<file path="src/rtl/sent_tx_frame_sched.sv">
// SENT transmitter frame scheduler: sequences FIFO loads, frame start and frame done,
// tracks the slow-channel bit position and flags stale data and load timeouts.
module sent_tx_frame_sched #(
  parameter int unsigned LOAD_TIMEOUT = 255,
  parameter int unsigned SHORT_LEN    = 16,
  parameter int unsigned ENH_LEN      = 18
) (
  input  logic       clk,
  input  logic       reset_n,
  input  logic       enable,
  input  logic       channel_format,
  input  logic [1:0] f1_width,
  input  logic [1:0] f2_width,
  input  logic       f1_empty,
  input  logic       f2_empty,
  input  logic       done_f1,
  input  logic       done_f2,
  input  logic       frame_done,
  output logic       load_12bit_f1,
  output logic       load_14bit_f1,
  output logic       load_16bit_f1,
  output logic       load_8bit_f2,
  output logic       load_10bit_f2,
  output logic       load_12bit_f2,
  output logic       frame_start,
  output logic [4:0] serial_idx,
  output logic       msg_start,
  output logic       msg_done,
  output logic       stale_f1,
  output logic       stale_f2,
  output logic       load_err,
  output logic [7:0] underrun_cnt,
  output logic       busy
);

  typedef enum logic [2:0] {
    ST_IDLE       = 3'd0,
    ST_LOAD       = 3'd1,
    ST_WAIT_LOAD  = 3'd2,
    ST_START      = 3'd3,
    ST_WAIT_FRAME = 3'd4
  } state_t;

  state_t     state_r;
  logic       pend_f1_r;
  logic       pend_f2_r;
  logic       fmt_r;
  logic [7:0] tmo_cnt_r;

  logic       pend_f1_s;
  logic       pend_f2_s;
  logic       timeout_s;
  logic       first_frame_s;
  logic       last_frame_s;
  logic [4:0] last_idx_s;
  logic [2:0] f1_sel_s;
  logic [2:0] f2_sel_s;
  logic [8:0] underrun_sum_s;
  logic [7:0] underrun_next_s;

  // Pending after this cycle's done pulses, width decode and saturating underrun sum
  always_comb begin
    pend_f1_s     = pend_f1_r & ~done_f1;
    pend_f2_s     = pend_f2_r & ~done_f2;
    timeout_s     = (tmo_cnt_r >= 8'(LOAD_TIMEOUT));
    last_idx_s    = fmt_r ? 5'(ENH_LEN - 32'd1) : 5'(SHORT_LEN - 32'd1);
    last_frame_s  = (serial_idx == last_idx_s);
    first_frame_s = (serial_idx == 5'd0);

    case (f1_width)
      2'd1:    f1_sel_s = 3'b010;
      2'd2:    f1_sel_s = 3'b100;
      default: f1_sel_s = 3'b001;
    endcase

    case (f2_width)
      2'd1:    f2_sel_s = 3'b010;
      2'd2:    f2_sel_s = 3'b100;
      default: f2_sel_s = 3'b001;
    endcase

    underrun_sum_s = {1'b0, underrun_cnt} + {8'd0, f1_empty} + {8'd0, f2_empty};
    if (underrun_sum_s[8]) begin
      underrun_next_s = 8'hFF;
    end else begin
      underrun_next_s = underrun_sum_s[7:0];
    end
  end

  // Scheduler state machine with all outputs registered
  always_ff @(posedge clk or negedge reset_n) begin
    if (!reset_n) begin
      state_r       <= ST_IDLE;
      pend_f1_r     <= 1'b0;
      pend_f2_r     <= 1'b0;
      fmt_r         <= 1'b0;
      tmo_cnt_r     <= 8'd0;
      load_12bit_f1 <= 1'b0;
      load_14bit_f1 <= 1'b0;
      load_16bit_f1 <= 1'b0;
      load_8bit_f2  <= 1'b0;
      load_10bit_f2 <= 1'b0;
      load_12bit_f2 <= 1'b0;
      frame_start   <= 1'b0;
      serial_idx    <= 5'd0;
      msg_start     <= 1'b0;
      msg_done      <= 1'b0;
      stale_f1      <= 1'b0;
      stale_f2      <= 1'b0;
      load_err      <= 1'b0;
      underrun_cnt  <= 8'd0;
      busy          <= 1'b0;
    end else begin
      load_12bit_f1 <= 1'b0;
      load_14bit_f1 <= 1'b0;
      load_16bit_f1 <= 1'b0;
      load_8bit_f2  <= 1'b0;
      load_10bit_f2 <= 1'b0;
      load_12bit_f2 <= 1'b0;
      frame_start   <= 1'b0;
      msg_start     <= 1'b0;
      msg_done      <= 1'b0;

      case (state_r)
        ST_IDLE: begin
          serial_idx <= 5'd0;
          if (enable) begin
            state_r <= ST_LOAD;
            busy    <= 1'b1;
          end else begin
            busy    <= 1'b0;
          end
        end

        ST_LOAD: begin
          {load_16bit_f1, load_14bit_f1, load_12bit_f1} <= f1_empty ? 3'b000 : f1_sel_s;
          {load_12bit_f2, load_10bit_f2, load_8bit_f2}  <= f2_empty ? 3'b000 : f2_sel_s;
          // A done seen in this very cycle already satisfies the load
          pend_f1_r    <= ~f1_empty & ~done_f1;
          pend_f2_r    <= ~f2_empty & ~done_f2;
          stale_f1     <= f1_empty;
          stale_f2     <= f2_empty;
          underrun_cnt <= underrun_next_s;
          tmo_cnt_r    <= 8'd0;
          state_r      <= ST_WAIT_LOAD;
        end

        ST_WAIT_LOAD: begin
          if ((pend_f1_s || pend_f2_s) && !timeout_s) begin
            pend_f1_r <= pend_f1_s;
            pend_f2_r <= pend_f2_s;
            tmo_cnt_r <= tmo_cnt_r + 8'd1;
          end else begin
            if (pend_f1_s || pend_f2_s) begin
              load_err <= 1'b1;
            end
            if (pend_f1_s) begin
              stale_f1 <= 1'b1;
            end
            if (pend_f2_s) begin
              stale_f2 <= 1'b1;
            end
            pend_f1_r   <= 1'b0;
            pend_f2_r   <= 1'b0;
            tmo_cnt_r   <= 8'd0;
            frame_start <= 1'b1;
            state_r     <= ST_START;
            // Message format is captured only at the first frame of a message
            if (first_frame_s) begin
              msg_start <= 1'b1;
              fmt_r     <= channel_format;
            end
          end
        end

        ST_START: begin
          state_r <= ST_WAIT_FRAME;
        end

        ST_WAIT_FRAME: begin
          if (frame_done) begin
            msg_done <= last_frame_s;
            if (enable) begin
              serial_idx <= last_frame_s ? 5'd0 : serial_idx + 5'd1;
              state_r    <= ST_LOAD;
            end else begin
              serial_idx <= 5'd0;
              state_r    <= ST_IDLE;
              busy       <= 1'b0;
            end
          end
        end

        default: begin
          state_r <= ST_IDLE;
          busy    <= 1'b0;
        end
      endcase
    end
  end

endmodule

</file>
<file path="config.mk">
export PLATFORM = sky130hd
export DESIGN_NAME = sent_tx_frame_sched
export DESIGN_NICKNAME = d
export VERILOG_FILES = /design/src/rtl/sent_tx_frame_sched.sv
export SDC_FILE = /design/constraint.sdc
export NUM_CORES = 1
export LEC_CHECK = 0
export ABC_CLOCK_PERIOD_IN_PS = 5200
export CAP_MARGIN = 20
export CORE_MARGIN = 10
export CORE_UTILIZATION = 56
export DETAILED_ROUTE_END_ITERATION = 8
export HOLD_SLACK_MARGIN = 0.08
export PLACE_DENSITY = 0.85
export SYNTH_ARGS = -nofsm -noshare
export SYNTH_HDL_FRONTEND = slang
export SYNTH_SLANG_ARGS = --single-unit
</file>
<file path="constraint.sdc">
create_clock -name clk -period 5.2 [get_ports clk]
set_clock_uncertainty 0.1 [all_clocks]
set_input_delay 1.56 -clock clk [delete_from_list [all_inputs] [get_ports clk]]
set_output_delay 1.56 -clock clk [all_outputs]
set_load 0.01 [all_outputs]
</file>
==> results of run 1 <==
-- routing by layer --
metal	wire (um)	up-vias
met2	1980	31
met1	1790	716
met5	0	-
li1	-	744
met4	27	0
met3	288	2
-- power groups by stage --
stage               sequential [uW]  clock [uW]  combinational, uW
floorplan                       454           0                288
global placement                468           0                417
detailed placement              469           0                424
CTS                             469         215                427
global route                    482         231                467
finish                          468         208                422
-- cell families after synthesis --
family	after synthesis	share of synthesized area (%)
multiplexers	7	3.92
AO/OA/AOI/OAI	28	10.5
XOR/XNOR	10	4.22
adder cells (fa/ha/maj)	9	5.79
flip-flops	40	48.3
buffers and inverters	14	3.08
AND/OR/NAND/NOR	81	24.2
-- metrics by stage --
step | setup slack, ns | instance area, um2
floorplan | 2.16 | 2070
global placement | 1.71 | 2480
detailed placement | 1.65 | 2480
CTS | 1.97 | 2570
global route | 1.86 | 2570
finish | 1.97 | 2570
-- synth_stat cells (2+ instances only) --
library cell  number  area share (%)
a21oi_1            6             1.4
a31oi_1            2            0.60
and2_1             6             1.8
and3_1             4             1.2
buf_2              3            0.72
buf_4              2            0.72
dfrtp_1           40              48
ha_1               8             4.8
inv_1              8             1.4
mux2_4             2             1.4
mux2i_1            4             1.9
nand2_1           12             2.2
nand2b_1           8             2.4
nand3_1           11             2.7
nand4_1            5             1.5
nor2_1             6             1.1
nor2b_1            4             1.2
nor3_1             9             2.2
o21ai_0            5             1.2
o21bai_1           2            0.72
o2bb2ai_1          3             1.3
o31a_1             2            0.84
or2_2              2            0.60
xnor2_1            5             2.1
xor2_1             5             2.1
-- registers in the layout (all words and copies together), names as in the netlist, 3 cells and up --
signal	cells
state_r	3
tmo_cnt_r	8
serial_idx	5
underrun_cnt	8
-- worst max-delay path, stage by stage --
cell	delay, ns
clkdlybuf4s50_1	0.47
fa_1	0.45
ha_1	0.21
and3_1	0.22
nand2_1	0.10
mux2_4	0.29
-- final cells by class --
cell class              count  area [um2]  area share, %
clock buffers               6        82.6           3.21
clock inverters             2        10.0          0.390
inverters                   8        30.0           1.17
multi-input cells         135        1010           39.3
flip-flops and latches     40        1000           39.0
well taps                  48        60.1           2.34
repair buffers             38         375           14.6
-- how the worst max path moves through the flow --
| stage | startpoint | endpoint | slack [ns] |
|---|---|---|---|
| 5_1_grt | f1_empty | underrun_cnt[2] | 1.86 |
| 6_report | f1_empty | underrun_cnt[6] | 1.97 |
| 4_1_cts | f1_empty | underrun_cnt[6] | 1.97 |
| 3_3_place_gp | f1_empty | underrun_cnt[6] | 1.71 |
| 2_1_floorplan | f1_empty | underrun_cnt[6] | 2.16 |
| 3_5_place_dp | f1_empty | underrun_cnt[4] | 1.65 |
-- layout by cell type (no fill, tap or decap), drive strengths merged, types with 3 or more instances in the layout --
cell type and count:
and3 5, dfrtp 40, nand2 12, and2 8, nor3 9, mux2 3
o2bb2ai 3, nand2b 8, nor2b 4, nand4 6, mux2i 4, xnor2 5
clkbuf 6, nand3 11, xor2 5, nor2 7, o21ai 5, a21oi 7
clkdlybuf4s50 37, inv 8, ha 8
==> out/metrics.yaml, run 1 <==
cp-start-kind: "input pin"
synth_edf_count: 0
min_from: "load_err"
grt_overflow: 0
io_buffers: 38
min_path_cells: 1
ioPinCount: 39
place.gp.congestion: 0.784
r2r_start: "state_r[2]"
synthCells: 189
sequentialPowerShare_pct: 42.6
finalWirelength_um: 4090
swShare_pct: 36.5
htree_num_levels: 2
wl_per_cell_um: 14.7
min_period_ns: 3.23
met3_usage_pct: 5.19
via_count: 1493
fin_nets: 250
p_sw_uw: 402
dp.cells: 269
globalRouteMet2Util_pct: 20.0
antennaDiodeCount: 0
cts_tree: "yes"
drtPass1Iterations: 4
worst_slew_pin_slew_ns: 0.853
cts_root_buf: "clkbuf_8"
intPower_uw: 698
fill_cells: 284
worst-setup-path-type: "input pin to flip-flop"
clock_sinks: 40
fin_util_pct: 70.7
final_antenna_net_count: 0
grt_usage_pct: 13.2
dieHeight_um: 80.9
die_area_um2: 6540
syn2layout_area_growth_pct: 23.8
reg2regPathDepth: 4
slew-limit-headroom_pct: 43.1
setup_tns_ns: 0
power_frac_comb_pct: 38.4
start_util_pct: 57.1
rsz0062_at_grt: "no"
p_per_area_nw_per_um2: 428
fp.coreArea_um2: 3630
synthArstFlopShare_pct: 100
max_freq_ghz: 0.309
maxSlewViolCount: 0
grt_max_degree: 41
ys_types: 50
post_cts_resized: 0
yosysSeqAreaShare_pct: 48.3
setup-violations-final: 0
drtIter0Drc: 81
period_share_pct: 62.2
worstPathArrival_ns: 3.31
hold_end: "load_err"
cts.path.max_buffers: 2
stdcell_count: 277
clk_latency_ns: 0.29
grt_pass1_vias: 1454
cts_made_buffers: 5
postCtsSetupBuffers: 0
via_per_inst: 5.39
netlist_area_um2: 2070
drv_cap: 0
total_power_uw: 1100
synth_nets: 211
ys_ff_latch: 40
hold_buffers: 0
grt-busiest-layer: "met2"
grtUsageMet1_pct: 16.9
power.share.clock_pct: 18.9
crit_fanout: 6
dieWidth_um: 80.9
status: "complete, no violations"
syn_avg_cell_area_um2: 11.0
hold_class: "flip-flop to flip-flop"
holdWs_ns: 0.357
clkTransAtPathRegs_ns: 0.08
final_hold_viol_count: 0
drc_errors: 0
cp-end-kind: "flip-flop"
hpwlAfterDp_um: 2940
yosys_warnings: 0
drive_gt1_share_pct: 12.2
power.leakage_uw: 0.00115
reg2reg_slack_ns: 2.99
rows: 22
synthFlopType: "dfrtp_1"
timing.rr.end: "underrun_cnt[6]"
critPathRequiredTime_ns: 5.28
ir_worst_vdd_mv: 0.248
grt_pass1_wl_um: 6900
antenna_found_initial: 0
Power figures use the tool's default switching activity.
==> inputs of run 2 (changes only) <==
- ABC_CLOCK_PERIOD_IN_PS: 5200 -> 2900
- CORE_UTILIZATION: 56 -> 47
- PLACE_DENSITY: 0.85 -> 0.76
- clock period: 5.2 -> 2.9 ns (I/O delays scaled with it)
==> out/metrics.yaml, run 2 (synthesized netlist as in run 1, its figures left out) <==
drc_errors: 0
htree_num_levels: 2
grtUsageMet1_pct: 14.6
final_hold_viol_count: 0
setup_tns_ns: 0
drive_gt1_share_pct: 12.9
min_period_ns: 2.53
globalRouteMet2Util_pct: 19.0
met3_usage_pct: 7.22
ir_worst_vdd_mv: 0.494
r2r_start: "serial_idx[0]"
wl_per_cell_um: 15.2
hold_end: "load_err"
via_count: 1534
syn2layout_area_growth_pct: 25.9
power.leakage_uw: 0.00117
timing.rr.end: "fmt_r"
reg2reg_slack_ns: 0.89
cts_tree: "yes"
grt_usage_pct: 12.6
fin_nets: 253
finalWirelength_um: 4310
maxSlewViolCount: 0
antennaDiodeCount: 0
start_util_pct: 48.0
worst_slew_pin_slew_ns: 0.557
cp-start-kind: "input pin"
clkTransAtPathRegs_ns: 0.07
postCtsSetupBuffers: 0
crit_fanout: 6
cts_made_buffers: 5
clock_sinks: 40
setup-violations-final: 0
place.gp.congestion: 0.790
cts.path.max_buffers: 2
hold_class: "flip-flop to flip-flop"
status: "complete, no violations"
final_common_cell: "dfrtp_1"
worstPathArrival_ns: 2.61
dieHeight_um: 86.4
rows: 24
clk_latency_ns: 0.29
grt_pass1_vias: 1616
final_cell_mix: "dfrtp_1, clkdlybuf4s50_1, nand2_1, nand3_1, nor3_1"
grt_pass1_wl_um: 7620
cts_root_buf: "clkbuf_8"
drtPass1Iterations: 4
antenna_found_initial: 0
hpwlAfterDp_um: 3170
drtIter0Drc: 91
grt_max_degree: 26
ioPinCount: 39
post_cts_resized: 0
critPathRequiredTime_ns: 2.98
max_freq_ghz: 0.396
reg_top3: "tmo_cnt_r: 8 flops, underrun_cnt: 8 flops, serial_idx: 5 flops"
p_per_area_nw_per_um2: 786
hold_buffers: 0
reg2regPathDepth: 5
cp-end-kind: "flip-flop"
drv_cap: 0
fp.coreArea_um2: 4320
grt-busiest-layer: "met2"
period_share_pct: 87.1
slew-limit-headroom_pct: 62.9
worst-setup-path-type: "input pin to flip-flop"
dieWidth_um: 86.4
min_from: "load_err"
via_per_inst: 5.40
die_area_um2: 7470
io_buffers: 38
min_path_cells: 1
rsz0062_at_grt: "no"
fin_util_pct: 60.4
final_antenna_net_count: 0
grt_overflow: 0
[run 2: where the power goes]
group / switching, uW / leakage (uW) / internal, uW
Combinational: 377 / 0.000580 / 388
Sequential: 156 / 0.000531 / 682
Clock: 195 / 0.0000552 / 255
[run 2: critical path, cell delays in order]
cell,delay [ns]
clkdlybuf4s50_1,0.46
fa_1,0.45
ha_1,0.21
and3_1,0.22
nand2_1,0.09
mux2_4,0.30
[run 2: layer usage]
layer,vias up,share of wire (%)
li1,750,-
met1,738,44
met2,40,45
met5,-,0
met4,0,1.5
met3,6,9.8
[run 2: area by class of cell]
cell class | instances | area, um2
Timing Repair Buffer | 41 | 398
Sequential cell | 40 | 1000
Clock buffer | 6 | 72.6
Tap cell | 52 | 65.1
Inverter | 8 | 30.0
Fill cell | 384 | 1710
Clock inverter | 2 | 35.0
Multi-Input combinational cell | 135 | 1010
[run 2: how the worst max path moves through the flow]
stage | start | end | slack [ns]
after floorplan | f1_empty | underrun_cnt[6] | 0.55
after global placement | f1_empty | underrun_cnt[6] | 0.1
after detailed placement | f1_empty | underrun_cnt[6] | 0.07
after CTS | f1_empty | underrun_cnt[6] | 0.38
after global routing | f1_empty | underrun_cnt[6] | 0.25
final | f1_empty | underrun_cnt[6] | 0.37
[run 2: through the flow]
step	worst slack (ns)	instances	cell area (um2)	power, uW	hold WS, ns
after floorplan	0.555	189	2070	1330	0.389
after global placement	0.0967	276	2500	1600	0.349
after detailed placement	0.0722	276	2500	1620	0.351
after CTS	0.378	284	2610	2080	0.373
after global routing	0.246	284	2610	2210	0.412
final	0.373	284	2610	2050	0.366
